--- config.mk ---
export PLATFORM = sky130hd
export DESIGN_NAME = trans_feeder
export DESIGN_NICKNAME = d
export VERILOG_FILES = /design/src/rtl/trans_feeder.sv
export SDC_FILE = /design/constraint.sdc
export NUM_CORES = 1
export LEC_CHECK = 0
export CAP_MARGIN = 20
export CORE_UTILIZATION = 45
export CTS_BUF_LIST = sky130_fd_sc_hd__clkbuf_4
export DETAILED_ROUTE_END_ITERATION = 8
export PLACE_DENSITY = 0.62
export SKIP_LAST_GASP = 1
export SYNTH_ARGS = -nofsm -noshare
export SYNTH_HDL_FRONTEND = slang
export SYNTH_SLANG_ARGS = --single-unit
--- constraint.sdc ---
create_clock -name clk -period 6.9 [get_ports clk]
set_input_delay 1.38 -clock clk [delete_from_list [all_inputs] [get_ports clk]]
set_output_delay 1.38 -clock clk [all_outputs]
set_load 0.02 [all_outputs]
--- src/rtl/trans_feeder.sv ---
// Transaction feeder: assembles 16-byte frames (MSB first) into 128-bit words,
// buffers them in a small FIFO and presents each one until it is acknowledged.
module trans_feeder #(
  parameter int DEPTH = 4
) (
  input  logic                     clk,
  input  logic                     rst_n,
  input  logic [7:0]               in_data,
  input  logic                     in_first,
  input  logic                     in_valid,
  output logic                     in_ready,
  output logic [127:0]             data_o,
  output logic                     valid_o,
  input  logic                     ack_i,
  output logic [15:0]              sent_count,
  output logic [7:0]               resync_count,
  output logic [$clog2(DEPTH):0]   fifo_level
);

  localparam int AW = $clog2(DEPTH);
  localparam logic [AW:0] FULL = (AW+1)'(DEPTH);

  typedef enum logic {IDLE, PRESENT} state_t;

  state_t         r_state;
  state_t         w_next;
  logic [3:0]     r_bcnt;
  logic [7:0]     r_bytes [15];
  logic [127:0]   r_mem [DEPTH];
  logic [AW-1:0]  r_wptr;
  logic [AW-1:0]  r_rptr;
  logic [AW:0]    r_level;
  logic [127:0]   r_data;
  logic [15:0]    r_sent;
  logic [7:0]     r_resync;
  logic           w_accept;
  logic           w_push;
  logic           w_pop;
  logic           w_ackd;
  logic [127:0]   w_word;

  // Gated with rst_n so every output reads 0 while reset is held.
  assign in_ready = rst_n && (r_level != FULL);
  assign w_accept = in_valid && in_ready;
  assign w_push   = w_accept && !in_first && (r_bcnt == 4'd15);

  always_comb begin
    w_word = '0;
    for (int i = 0; i < 15; i++) begin
      w_word[127-8*i -: 8] = r_bytes[i];
    end
    w_word[7:0] = in_data;
  end

  always_ff @(posedge clk or negedge rst_n) begin
    if (!rst_n) begin
      r_bcnt   <= '0;
      r_resync <= '0;
      for (int i = 0; i < 15; i++) begin
        r_bytes[i] <= '0;
      end
    end else if (w_accept) begin
      if (in_first) begin
        r_bytes[0] <= in_data;
        r_bcnt     <= 4'd1;
        if (r_bcnt != 4'd0 && r_resync != 8'hFF) begin
          r_resync <= r_resync + 8'd1;
        end
      end else if (r_bcnt == 4'd15) begin
        r_bcnt <= 4'd0;
      end else if (r_bcnt != 4'd0) begin
        r_bytes[r_bcnt] <= in_data;
        r_bcnt          <= r_bcnt + 4'd1;
      end
    end
  end

  // Storage array carries no reset; only the pointers and level define contents.
  always_ff @(posedge clk) begin
    if (w_push) begin
      r_mem[r_wptr] <= w_word;
    end
  end

  always_ff @(posedge clk or negedge rst_n) begin
    if (!rst_n) begin
      r_wptr  <= '0;
      r_rptr  <= '0;
      r_level <= '0;
    end else begin
      if (w_push) r_wptr <= r_wptr + 1'b1;
      if (w_pop)  r_rptr <= r_rptr + 1'b1;
      case ({w_push, w_pop})
        2'b10:   r_level <= r_level + 1'b1;
        2'b01:   r_level <= r_level - 1'b1;
        default: r_level <= r_level;
      endcase
    end
  end

  always_comb begin
    w_next = r_state;
    w_pop  = 1'b0;
    w_ackd = 1'b0;
    case (r_state)
      IDLE: begin
        if (r_level != '0) begin
          w_pop  = 1'b1;
          w_next = PRESENT;
        end
      end
      PRESENT: begin
        if (ack_i) begin
          w_ackd = 1'b1;
          w_next = IDLE;
        end
      end
      default: w_next = IDLE;
    endcase
  end

  // Returning to IDLE after every ack enforces the one-cycle gap between words.
  always_ff @(posedge clk or negedge rst_n) begin
    if (!rst_n) begin
      r_state <= IDLE;
      r_data  <= '0;
      r_sent  <= '0;
    end else begin
      r_state <= w_next;
      if (w_pop) r_data <= r_mem[r_rptr];
      if (w_ackd && r_sent != 16'hFFFF) r_sent <= r_sent + 16'd1;
    end
  end

  assign data_o       = r_data;
  assign valid_o      = (r_state == PRESENT);
  assign sent_count   = r_sent;
  assign resync_count = r_resync;
  assign fifo_level   = r_level;

endmodule

Yosys cells after proc, flatten, opt, wreduce, memory -nomap -nowiden
Memories as Yosys holds them, arrays and structs flattened. A register that Yosys moved wholly into a read port is not among the register bits.
Index checks and enable logic that the tools add are counted.
- eq/ne operators: 7
- order comparisons: 2
- mux-type cells: 18
- $add $sub $neg: 7
- reduce and logical (&&, ||, !) cells: 18
- bitwise gates (word level): 4
- operators with widths (kind ; number):
    $mux W120 ; 2
    $bwmux W120 ; 1
    $demux W8 S4 ; 1
    $add A16 B1 Y16 const B ; 1
    $mux W8 ; 2
    $ne A16 B16 Y1 const B ; 1
    $mux W4 ; 3
    $add A8 B1 Y8 const B ; 1
    $ne A8 B8 Y1 const B ; 1
    $logic_and A1 B1 Y1 ; 7
    $mux W1 ; 7
    $pmux W3 S2 ; 1
    $reduce_and A3 Y1 ; 2
    $reduce_bool A3 Y1 ; 2
    $ge A5 B5 Y1 const B ; 1
    $lt A5 B1 Y1 const B ; 1
    $not A4 Y5 ; 1
    $add A2 B1 Y2 const B ; 2
    $add A4 B1 Y4 const B ; 1
    $eq A4 B4 Y1 const B ; 1
    $reduce_and A4 Y1 ; 1
    $reduce_bool A2 Y1 ; 2
    $reduce_bool A4 Y1 ; 1
    $add A3 B1 Y3 const B ; 1
    other kinds (9) ; 12
- bits in registers: 156
- memories: 1
- input bits: 13
- output and inout bits: 157
- bits in writable memories: 512
- word-level logic and storage cells: 79
- memories (memory ; words ; bits a word ; rd ports ; clocked after memory_dff ; wr ports ; line ; text):
    r_mem ; 4 ; 128 ; 1 ; 1 ; 1 ; 29 ; logic [127:0] r_mem [DEPTH];

Longest topological paths before layout
Gate-level depths: netlist (run 1).
- depth in word-level cells: 9
- gate-level depth with buffers: 11
- gate-level depth less buffers: 10

Least setup slack after synthesis (run 1)
No wires, ideal clock.
- kind: input -> register
- from: input in_first
- to: memory r_mem[0][0], enable pin
- cell stages on the path: 4
- arrival time: 5.089 ns
- path buffers: 1
- library setup time: 0.502 ns
- slack: 1.309 ns
- data required time: 6.398 ns
- cell sequence: and4b_4 > and4_1 > clkbuf_1 > and2_1
- longest elaborated chain between the ends: 5
- ends and longest elaborated chain (item ; line ; text):
    start, declared ; 9 ; input logic in_first,
    $logic_not A1 Y1 ; 45 ; assign w_push = w_accept && !in_first && (r_bcnt == 4'd15);
    $logic_and A1 B1 Y1 (2 in a row) ; 45 ;
    $mux W1 ; 80 ; if (w_push) begin
    $mux W1 (implied by the code) ; 81 ; r_mem[r_wptr] <= w_word;
    end, declared ; 29 ;
Every way passes these cells.

Worst setup path after layout (run 1)
- from: register r_level[1] (netlist: fifo_level[1])
- to: output in_ready
- longest elaborated chain between the ends: 2
- ends and longest elaborated chain (item ; line ; text):
    start, declared ; 32 ; logic [AW:0] r_level;
    start signal, assigned ; 94 ; 2'b10: r_level <= r_level + 1'b1;
    start signal, assigned ; 95 ; 2'b01: r_level <= r_level - 1'b1;
    start signal, assigned ; 96 ; default: r_level <= r_level;
    $ne A3 B3 Y1 ; 43 ; assign in_ready = rst_n && (r_level != FULL);
    $logic_and A1 B1 Y1 ; 43 ;
    end, declared ; 11 ; output logic in_ready,
Every way passes these cells.

==> results of run 1 <==
[per-layer routing]
layer | vias up | global-route usage | wire length (um)
met1 | 7612 | 0.255 | 26800
li1 | 6334 | - | -
met3 | 82 | 0.0530 | 3280
met4 | 0 | 0.0603 | 831
met2 | 400 | 0.297 | 30100
met5 | - | 0 | 0
[synthesized netlist by cell type (all sizes together) (3+ instances only)]
cell,number,share of area
edfxtp,512,0.51
dfrtp,284,0.24
mux2,251,0.10
mux4,128,0.096
buf,48,0.0099
xor2,25,0.0073
clkbuf,24,0.0030
and3,17,0.0044
nand2,14,0.0018
nor3,13,0.0022
ha,11,0.0046
inv,10,0.0013
nand3,9,0.0015
nand4,7,0.0015
nor2,7,0.00088
nor4,6,0.0013
and2,5,0.0010
and4,3,0.00088
nand2b,3,0.00063
o21ai,3,0.00050
xnor2,3,0.00088
[sequential cells by signal, indices dropped and copies added, names as in the netlist]
register	count
data_o	128
fifo_level	3
r_bcnt	4
r_bytes	120
r_mem	512
r_rptr	2
r_wptr	2
resync_count	8
sent_count	16
valid_o	1
[layout make-up]
type	instances	area, um2	share of cell area
inverter	10	37.5	0.00106
sequential	796	22500	0.638
clock buffer	315	2360	0.0671
clock inverter	55	272	0.00770
timing repair buffer	192	1940	0.0550
tap	864	1080	0.0307
antenna	2	5.00	0.000142
multi-input combinational	524	7070	0.201
[critical path, stage by stage (launching register included)]
cell             delay, ns
dfrtp_1               0.44
or3b_4                0.45
and2_1                0.19
clkdlybuf4s50_1       0.55
[logic make-up after synthesis]
group	share of synthesized area
mux	0.201
compound gates	0.00188
xor+xnor	0.00818
simple gates	0.0192
flops	0.750
fa+ha+maj	0.00526
buf+inv	0.0142
[where the power goes]
part / switching (mW) / internal [mW] / leakage, nW
Clock: 1.82 / 2.14 / 1.58
Combinational: 1.80 / 2.19 / 3.35
Sequential: 0.639 / 5.87 / 8.11
[placed cells by master, fill, tap and decap left out, types with 4 or more instances in the layout]
master,instances
nand4_1,7
dfrtp_1,282
edfxtp_1,512
buf_4,16
ha_1,11
nor4_1,6
clkbuf_4,315
nor2_1,6
buf_2,5
mux2_4,80
inv_1,10
clkdlybuf4s50_1,163
clkinv_1,45
mux2_2,171
buf_12,6
nand2_1,14
and2_4,4
and3_4,5
xor2_1,25
nand3_1,9
mux4_2,128
and3_1,12
nor3_1,13
[final timing paths]
check | endpoint | slack, ns
hold reg to reg | r_mem[0][63] | 0.50
setup reg to reg | r_mem[2][90] | 3.62
min in group clk | r_mem[0][63] | 0.50
hold / removal | r_bytes[107] | 0.27
max in group asynchronous | data_o[49] | 5.38
setup / recovery | in_ready | 2.89
[through the flow]
stage	cells	util	hold WS [ns]
global route	2757	0.535	0.147
global placement	2384	0.495	0.480
finish	2758	0.535	0.269
floorplan	1402	-	0.471
detailed placement	2386	0.495	0.495
CTS	2756	0.535	0.116
==> key figures, run 1 <==
Setup path
  – CP required: 5.52 ns
  – CP Launch Type: flip-flop
  – Worst setup path startpoint: fifo_level[1]
  – FF-to-FF path depth: 5
  – Critical path arrival: 2.63 ns
  – Classification of the worst setup path: reg -> out
  – Reg2Reg Launch Point: fifo_level[2]
  – Crit end category: output port
  – CP max FO: 5

STA
  – Setup Viol. Count Final: 0
  – Setup Skew: 0.0642 ns
  – Setup Total Neg Slack: 0 ns
  – Transition time of the tightest slew-check pin: 1.02 ns
  – Final Hold Viols: 0
  – Final worst path period need: 4.01 ns
  – Normalized max-slew margin: 0.320
  – Worst setup margin: 2.89 ns
  – FMAX: 250 MHz
  – RSZ-0062 raised after global routing: no
  – Final slew viol count: 0
  – Period utilization: 0.581

Die
  – Initial cell density of the core: 0.455
  – Die height: 260 um
  – IO Pins: 170
  – Core Rows: 94
  – DIE WIDTH: 260 um
  – Die area: 67600 um2
  – Core Area: 65900 um2

CTS
  – Clock root buffer: clkbuf_4
  – Setup bufs post-CTS: 0
  – CTS tree: yes
  – Clk buf depth: 3
  – CTS buffer count: 199
  – H-tree levels: 4
  – Clock sinks: 796
  – Clk_lat worst skew: 1.00 ns
  – Hold buffers post-CTS: 0
  – Post-CTS sizing: 0
  – Clk slew on worst S/H paths: 0.07 ns

Detailed routing
  – Routed len/inst: 22.1 um
  – Drt pass-1 iters: 5
  – Drc violations: 0
  – Starting DRC count in detailed routing: 914
  – Via/cell ratio: 5.23
  – Antenna viol nets, final: 0
  – Via count: 14400
  – DRT Wirelength: 61.0 mm

Synth
  – Post-Syn Area: 30000 um2
  – Synth warn: 0
  – Post-Syn Instances: 1402
  – Register bit count reported by yosys: 796
  – Distinct cells, synth: 41
  – Synth Net Count: 1427
  – Syn Area/Cell: 21.4 um2
  – Sequential share of the synthesized area: 0.750
  – Post-synth EDFFs: 512
  – Dominant synthesized flop cell: edfxtp_1
  – Post-synthesis async set-or-reset flop share: 0.357

GRT
  – Antenna violations before repair: 2
  – Vias in the first global route: 15300
  – GRT overflow: 0
  – GRT Util Overall: 0.189
  – Global-route wire length before repair: 93.1 mm
  – Largest net degree at the start of global routing: 144

Placed design
  – IO Port Bufs: 169
  – Placer Congestion: 0.737
  – Placed inst area: 32600 um2
  – Place WS: 2.37 ns
  – Detailed Place HPWL: 33.8 mm

Power and ir drop
  – VDD IR-drop max: 0.294 mV
  – Power Dens Cells: 410 nW/um2
  – Static leakage: 13.0 nW
  – Overall Power: 14.5 mW

Cells and area
  – Layout filler cell count: 5212
  – Area Overhead vs Synth: 17.7%
  – Share of layout cells above drive strength 1: 0.397
  – Nets: 1748
  – Fin area: 35300 um2

Outcome
  – Status: finished, final reports clean

Job
  – Maxcap violations: 0

Hold path
  – Hold crit path type: in -> async
Power figures use the tool's default switching activity.
==> run 2: changes to the inputs <==
--- a/config.mk
+++ b/config.mk
@@ -9,7 +9,7 @@
 export CORE_UTILIZATION = 45
 export CTS_BUF_LIST = sky130_fd_sc_hd__clkbuf_4
 export DETAILED_ROUTE_END_ITERATION = 8
-export PLACE_DENSITY = 0.62
+export PLACE_DENSITY = 0.64
 export SKIP_LAST_GASP = 1
 export SYNTH_ARGS = -nofsm -noshare
 export SYNTH_HDL_FRONTEND = slang
==> constraint.sdc (replaced) <==
create_clock -name clk -period 3.5 [get_ports clk]
set_input_delay 0.7 -clock clk [delete_from_list [all_inputs] [get_ports clk]]
set_output_delay 0.7 -clock clk [all_outputs]
set_load 0.02 [all_outputs]
==> key figures, run 2 (synthesized netlist as in run 1, its figures left out) <==
STA
  – Setup Viol. Count Final: 0
  – Setup Skew: 0.0736 ns
  – Setup Total Neg Slack: 0 ns
  – Final slew viol count: 0
  – RSZ-0062 raised after global routing: no
  – Transition time of the tightest slew-check pin: 0.930 ns
  – Final Hold Viols: 0
  – Normalized max-slew margin: 0.380
  – FMAX: 300 MHz
  – Final worst path period need: 3.34 ns
  – Period utilization: 0.954

Detailed routing
  – Antenna viol nets, final: 0
  – Routed len/inst: 22.1 um
  – Drc violations: 0
  – Top routing layer used: met5
  – Via/cell ratio: 5.21
  – Drt pass-1 iters: 5
  – Routed wl met3: 3.52 mm
  – Met2 Wirelength: 30.2 mm
  – Starting DRC count in detailed routing: 922
  – Via count: 14400
  – Met1 WL: 26.3 mm
  – DRT Wirelength: 61.0 mm

CTS
  – H-tree levels: 4
  – Clk slew on worst S/H paths: 0.07 ns
  – Clk_lat worst skew: 1.03 ns
  – Clk buf depth: 3
  – Post-CTS sizing: 0
  – Clock sinks: 796
  – Clock root buffer: clkbuf_4
  – CTS buffer count: 194
  – CTS tree: yes

Setup path
  – CP required: 2.80 ns
  – Critical path arrival: 2.64 ns
  – FF-to-FF path depth: 10
  – CP Launch Type: flip-flop
  – CP max FO: 5
  – Crit end category: output port
  – Crit-path cells: or3b_4 -> and2_1 -> clkdlybuf4s50_1
  – CP max stage delay: 0.54 ns
  – Reg2Reg Launch Point: fifo_level[1]
  – Reg2reg setup slack: 0.88 ns
  – Worst setup path startpoint: fifo_level[1]
  – Crit path max-delay cell type: clkdlybuf4s50_1
  – R2R Path End: fifo_level[2]
  – Classification of the worst setup path: reg -> out

Power and ir drop
  – VDD IR-drop max: 0.572 mV
  – Internal Power: 19.9 mW
  – Net Sw Frac: 0.296
  – Sequential power share: 0.448
  – P_sw: 8.40 mW
  – Clock share of power: 0.267
  – Power Dens Cells: 801 nW/um2
  – Static leakage: 13.1 nW
  – Combinational power share: 0.285

GRT
  – GRT Util Overall: 0.188
  – Antenna violations before repair: 4
  – Largest net degree at the start of global routing: 131
  – Global-route wire length before repair: 93.7 mm
  – GRT overflow: 0
  – Vias in the first global route: 15500

Placed design
  – Detailed Place HPWL: 33.6 mm
  – Placer Congestion: 0.751
  – Placed cell count: 2396
  – IO Port Bufs: 169

Cells and area
  – Largest Register: r_mem
  – Layout filler cell count: 5237
  – Area Overhead vs Synth: 18.0%
  – Nets: 1754
  – Commonest non-fill, non-tap cell in the layout: edfxtp_1
  – Share of layout cells above drive strength 1: 0.396
  – Final core utilization: 0.537
  – Max reg flops: 512
  – Most frequent cells in the layout: edfxtp_1, clkbuf_4, dfrtp_1
  – Finished Layout Cells: 2761

Outcome
  – Status: finished, final reports clean

Hold path
  – Hold crit path type: in -> async

Die
  – Die area: 67600 um2
  – DIE WIDTH: 260 um
  – Core Rows: 94
  – IO Pins: 170
  – Core Area: 65900 um2
  – Initial cell density of the core: 0.455
  – Die height: 260 um

Job
  – Maxcap violations: 0
-- run 2: changes by cell type in the layout (fill, tap and decap cells not counted), sizes merged --
cell | before | now
buf | 29 | 34
clkbuf | 315 | 299
clkinv | 49 | 54
clkinvlp | 1 | 3
bufinv | 2 | 1
dlygate4sd3 | 0 | 1
clkdlybuf4s50 | 163 | 168
inv | 13 | 16
diode | 2 | 1
-- run 2: metrics by stage --
stage / hold slack (ns) / setup slack [ns] / total power, mW / instance area, um2
after global placement: 0.482 / 0.524 / 21.0 / 32800
final: 0.152 / 0.161 / 28.3 / 35400
after floorplan: 0.404 / 0.0120 / 17.7 / 30000
after global routing: 0.103 / 0.0233 / 29.8 / 35400
after detailed placement: 0.485 / 0.511 / 21.1 / 32800
after CTS: 0.0489 / 0.0326 / 28.8 / 35300
-- run 2: critical path, delay by kind of cell, from the launching register on --
family        cells  cell delay (ns)
buf+inv           1             0.54
flops             1             0.43
simple gates      2             0.66
-- run 2: cell type report --
type | count | area (um2) | share of cell area
clock inverter | 64 | 307 | 0.00867
multi-input combinational | 524 | 7070 | 0.200
clock buffer | 299 | 2240 | 0.0635
tap | 864 | 1080 | 0.0306
inverter | 10 | 37.5 | 0.00106
antenna | 1 | 2.50 | 0.0000708
sequential | 796 | 22500 | 0.636
timing repair buffer | 203 | 2120 | 0.0599
-- run 2: worst max-delay path by stage --
stage	to	slack, ns
global placement	fifo_level[2]	0.52
detailed placement	r_mem[1][90]	0.51
finish	in_ready	0.16
global route	in_ready	0.02
CTS	in_ready	0.03
floorplan	r_mem[0][0]	0.01
-- run 2: layer usage --
layer	vias to the layer above	GRT usage
met3	77	0.0541
met2	373	0.298
met4	2	0.0673
li1	6328	-
met5	-	0
met1	7601	0.249
-- run 2: repair_timing --
| action | in CTS | in global routing |
|---|---|---|
| hold buffers | 1 | 0 |
| buffers inserted | 0 | 0 |
| endpoints found under the hold margin | 78 | 0 |
-- run 2: power by group through the flow --
stage               sequential, mW  combinational, mW  clock, mW
finish                        12.7               8.07       7.56
global route                  12.9               8.62       8.30
CTS                           12.7               8.26       7.84
detailed placement            12.9               8.23          0
global placement              12.8               8.17          0
floorplan                     13.5               4.22          0
==> run 3: changes to the inputs <==
--- a/config.mk
+++ b/config.mk
@@ -6,6 +6,7 @@
 export NUM_CORES = 1
 export LEC_CHECK = 0
 export CAP_MARGIN = 20
+export CORE_MARGIN = 2
 export CORE_UTILIZATION = 45
 export CTS_BUF_LIST = sky130_fd_sc_hd__clkbuf_4
 export DETAILED_ROUTE_END_ITERATION = 8
==> key figures, run 3 (synthesized netlist as in run 1, its figures left out) <==
Setup path
  – CP required: 2.80 ns
  – CP max FO: 5
  – CP max stage delay: 0.53 ns
  – Crit-path cells: or3b_4 -> and2_1 -> clkdlybuf4s50_1
  – Top Family by Delay on Critical Path: simple AND/OR/NAND/NOR gates
  – CP Launch Type: flip-flop
  – Crit path max-delay cell type: clkdlybuf4s50_1
  – Classification of the worst setup path: reg -> out
  – Critical path arrival: 2.59 ns
  – WP buf/inv: 1
  – Crit end category: output port

Die
  – Die area: 68700 um2
  – IO Pins: 170
  – Initial cell density of the core: 0.455
  – Die height: 262 um
  – DIE WIDTH: 262 um
  – Core Area: 65900 um2
  – Core Rows: 94

STA
  – Normalized max-slew margin: 0.382
  – Final worst path period need: 3.29 ns
  – RSZ-0062 raised after global routing: no
  – Final Hold Viols: 0
  – Setup Total Neg Slack: 0 ns
  – Setup Skew: 0.0424 ns
  – FMAX: 304 MHz
  – Final slew viol count: 0
  – Period utilization: 0.940
  – Transition time of the tightest slew-check pin: 0.928 ns
  – Setup Viol. Count Final: 0
  – Worst hold margin: 0.371 ns

CTS
  – Clk slew on worst S/H paths: 0.07 ns
  – H-tree levels: 4
  – Clk_lat worst skew: 1.00 ns
  – CTS tree: yes
  – Clock sinks: 796
  – Clk buf depth: 3
  – Post-CTS sizing: 0
  – Clock root buffer: clkbuf_4
  – CTS buffer count: 199

Power and ir drop
  – Overall Power: 28.7 mW
  – Sequential power share: 0.445
  – Power Dens Cells: 803 nW/um2
  – Combinational power share: 0.280
  – Internal Power: 20.2 mW
  – Clock share of power: 0.275
  – P_sw: 8.51 mW
  – Net Sw Frac: 0.296
  – VDD IR-drop max: 0.541 mV
  – Static leakage: 13.3 nW

Job
  – Maxcap violations: 0

Cells and area
  – Area Overhead vs Synth: 19.5%
  – Final core utilization: 0.543
  – Most frequent cells in the layout: edfxtp_1, clkbuf_4, dfrtp_1
  – Max reg flops: 512
  – Commonest non-fill, non-tap cell in the layout: edfxtp_1
  – Layout filler cell count: 5130
  – Nets: 1776
  – Largest Register: r_mem
  – Share of layout cells above drive strength 1: 0.407

Detailed routing
  – Via count: 14500
  – DRT Wirelength: 62.2 mm
  – Via/cell ratio: 5.19
  – Antenna viol nets, final: 0
  – Starting DRC count in detailed routing: 894
  – Routed len/inst: 22.3 um
  – Drt pass-1 iters: 5
  – Drc violations: 0

GRT
  – Global-route wire length before repair: 95.0 mm
  – GRT Util Overall: 0.189
  – Vias in the first global route: 15600
  – GRT overflow: 0
  – Largest net degree at the start of global routing: 150
  – Antenna violations before repair: 2

Placed design
  – IO Port Bufs: 169
  – Placer Congestion: 0.747
  – Detailed Place HPWL: 36.7 mm

Outcome
  – Status: finished, final reports clean

Hold path
  – Hold crit path type: in -> async
-- run 3: layout make-up --
class                      count  area [um2]  area share
inverter                      10        37.5     0.00105
clock buffer                 317        2380      0.0665
antenna                        1        2.50   0.0000699
tap                          864        1080      0.0302
sequential                   796       22500       0.628
timing repair buffer         220        2420      0.0677
multi-input combinational    524        7070       0.198
clock inverter                59         307     0.00856
-- run 3: stage by stage --
step | instances | instance area, um2 | worst slack, ns
floorplan | 1402 | 30000 | 0.0120
global placement | 2412 | 33100 | 0.473
detailed placement | 2412 | 33100 | 0.412
CTS | 2790 | 35800 | 0.0715
global route | 2791 | 35800 | 0.0414
finish | 2791 | 35800 | 0.210
-- run 3: tightest hold or removal path, stage by stage --
cell,delay (ns)
dlygate4sd3_1,0.56
buf_8,0.14
buf_4,0.39
-- run 3: worst paths after layout --
check	depth (start not counted)	from	slack [ns]	to
max	3	fifo_level[1]	0.21	in_ready
min	3	rst_n	0.37	r_bytes[23]
max reg2reg	10	fifo_level[1]	0.88	fifo_level[2]
min reg2reg	0	r_bytes[110]	0.50	r_mem[0][118]
max in group asynchronous	4	rst_n	1.85	data_o[89]
min in group clk	2	ack_i	0.41	valid_o
-- run 3: repair_timing --
action,4_1_cts,5_1_grt
setup buffers,0,0
endpoints found under the hold margin,238,0
hold buffers,2,0
-- run 3: per-layer routing --
| layer | up-vias | share of wire | GRT usage |
|---|---|---|---|
| met4 | 0 | 0.016 | 0.0587 |
| met2 | 432 | 0.49 | 0.297 |
| met3 | 82 | 0.057 | 0.0526 |
| met5 | - | 0 | 0 |
| met1 | 7600 | 0.44 | 0.257 |
| li1 | 6384 | - | - |
-- run 3: power by group through the flow --
stage	Clock, mW	Sequential [mW]	Combinational [mW]
3_5_place_dp	0	13.0	8.21
6_report	7.89	12.8	8.05
3_3_place_gp	0	13.0	8.14
5_1_grt	8.67	13.0	8.57
4_1_cts	8.16	12.8	8.24
2_1_floorplan	0	13.5	4.22
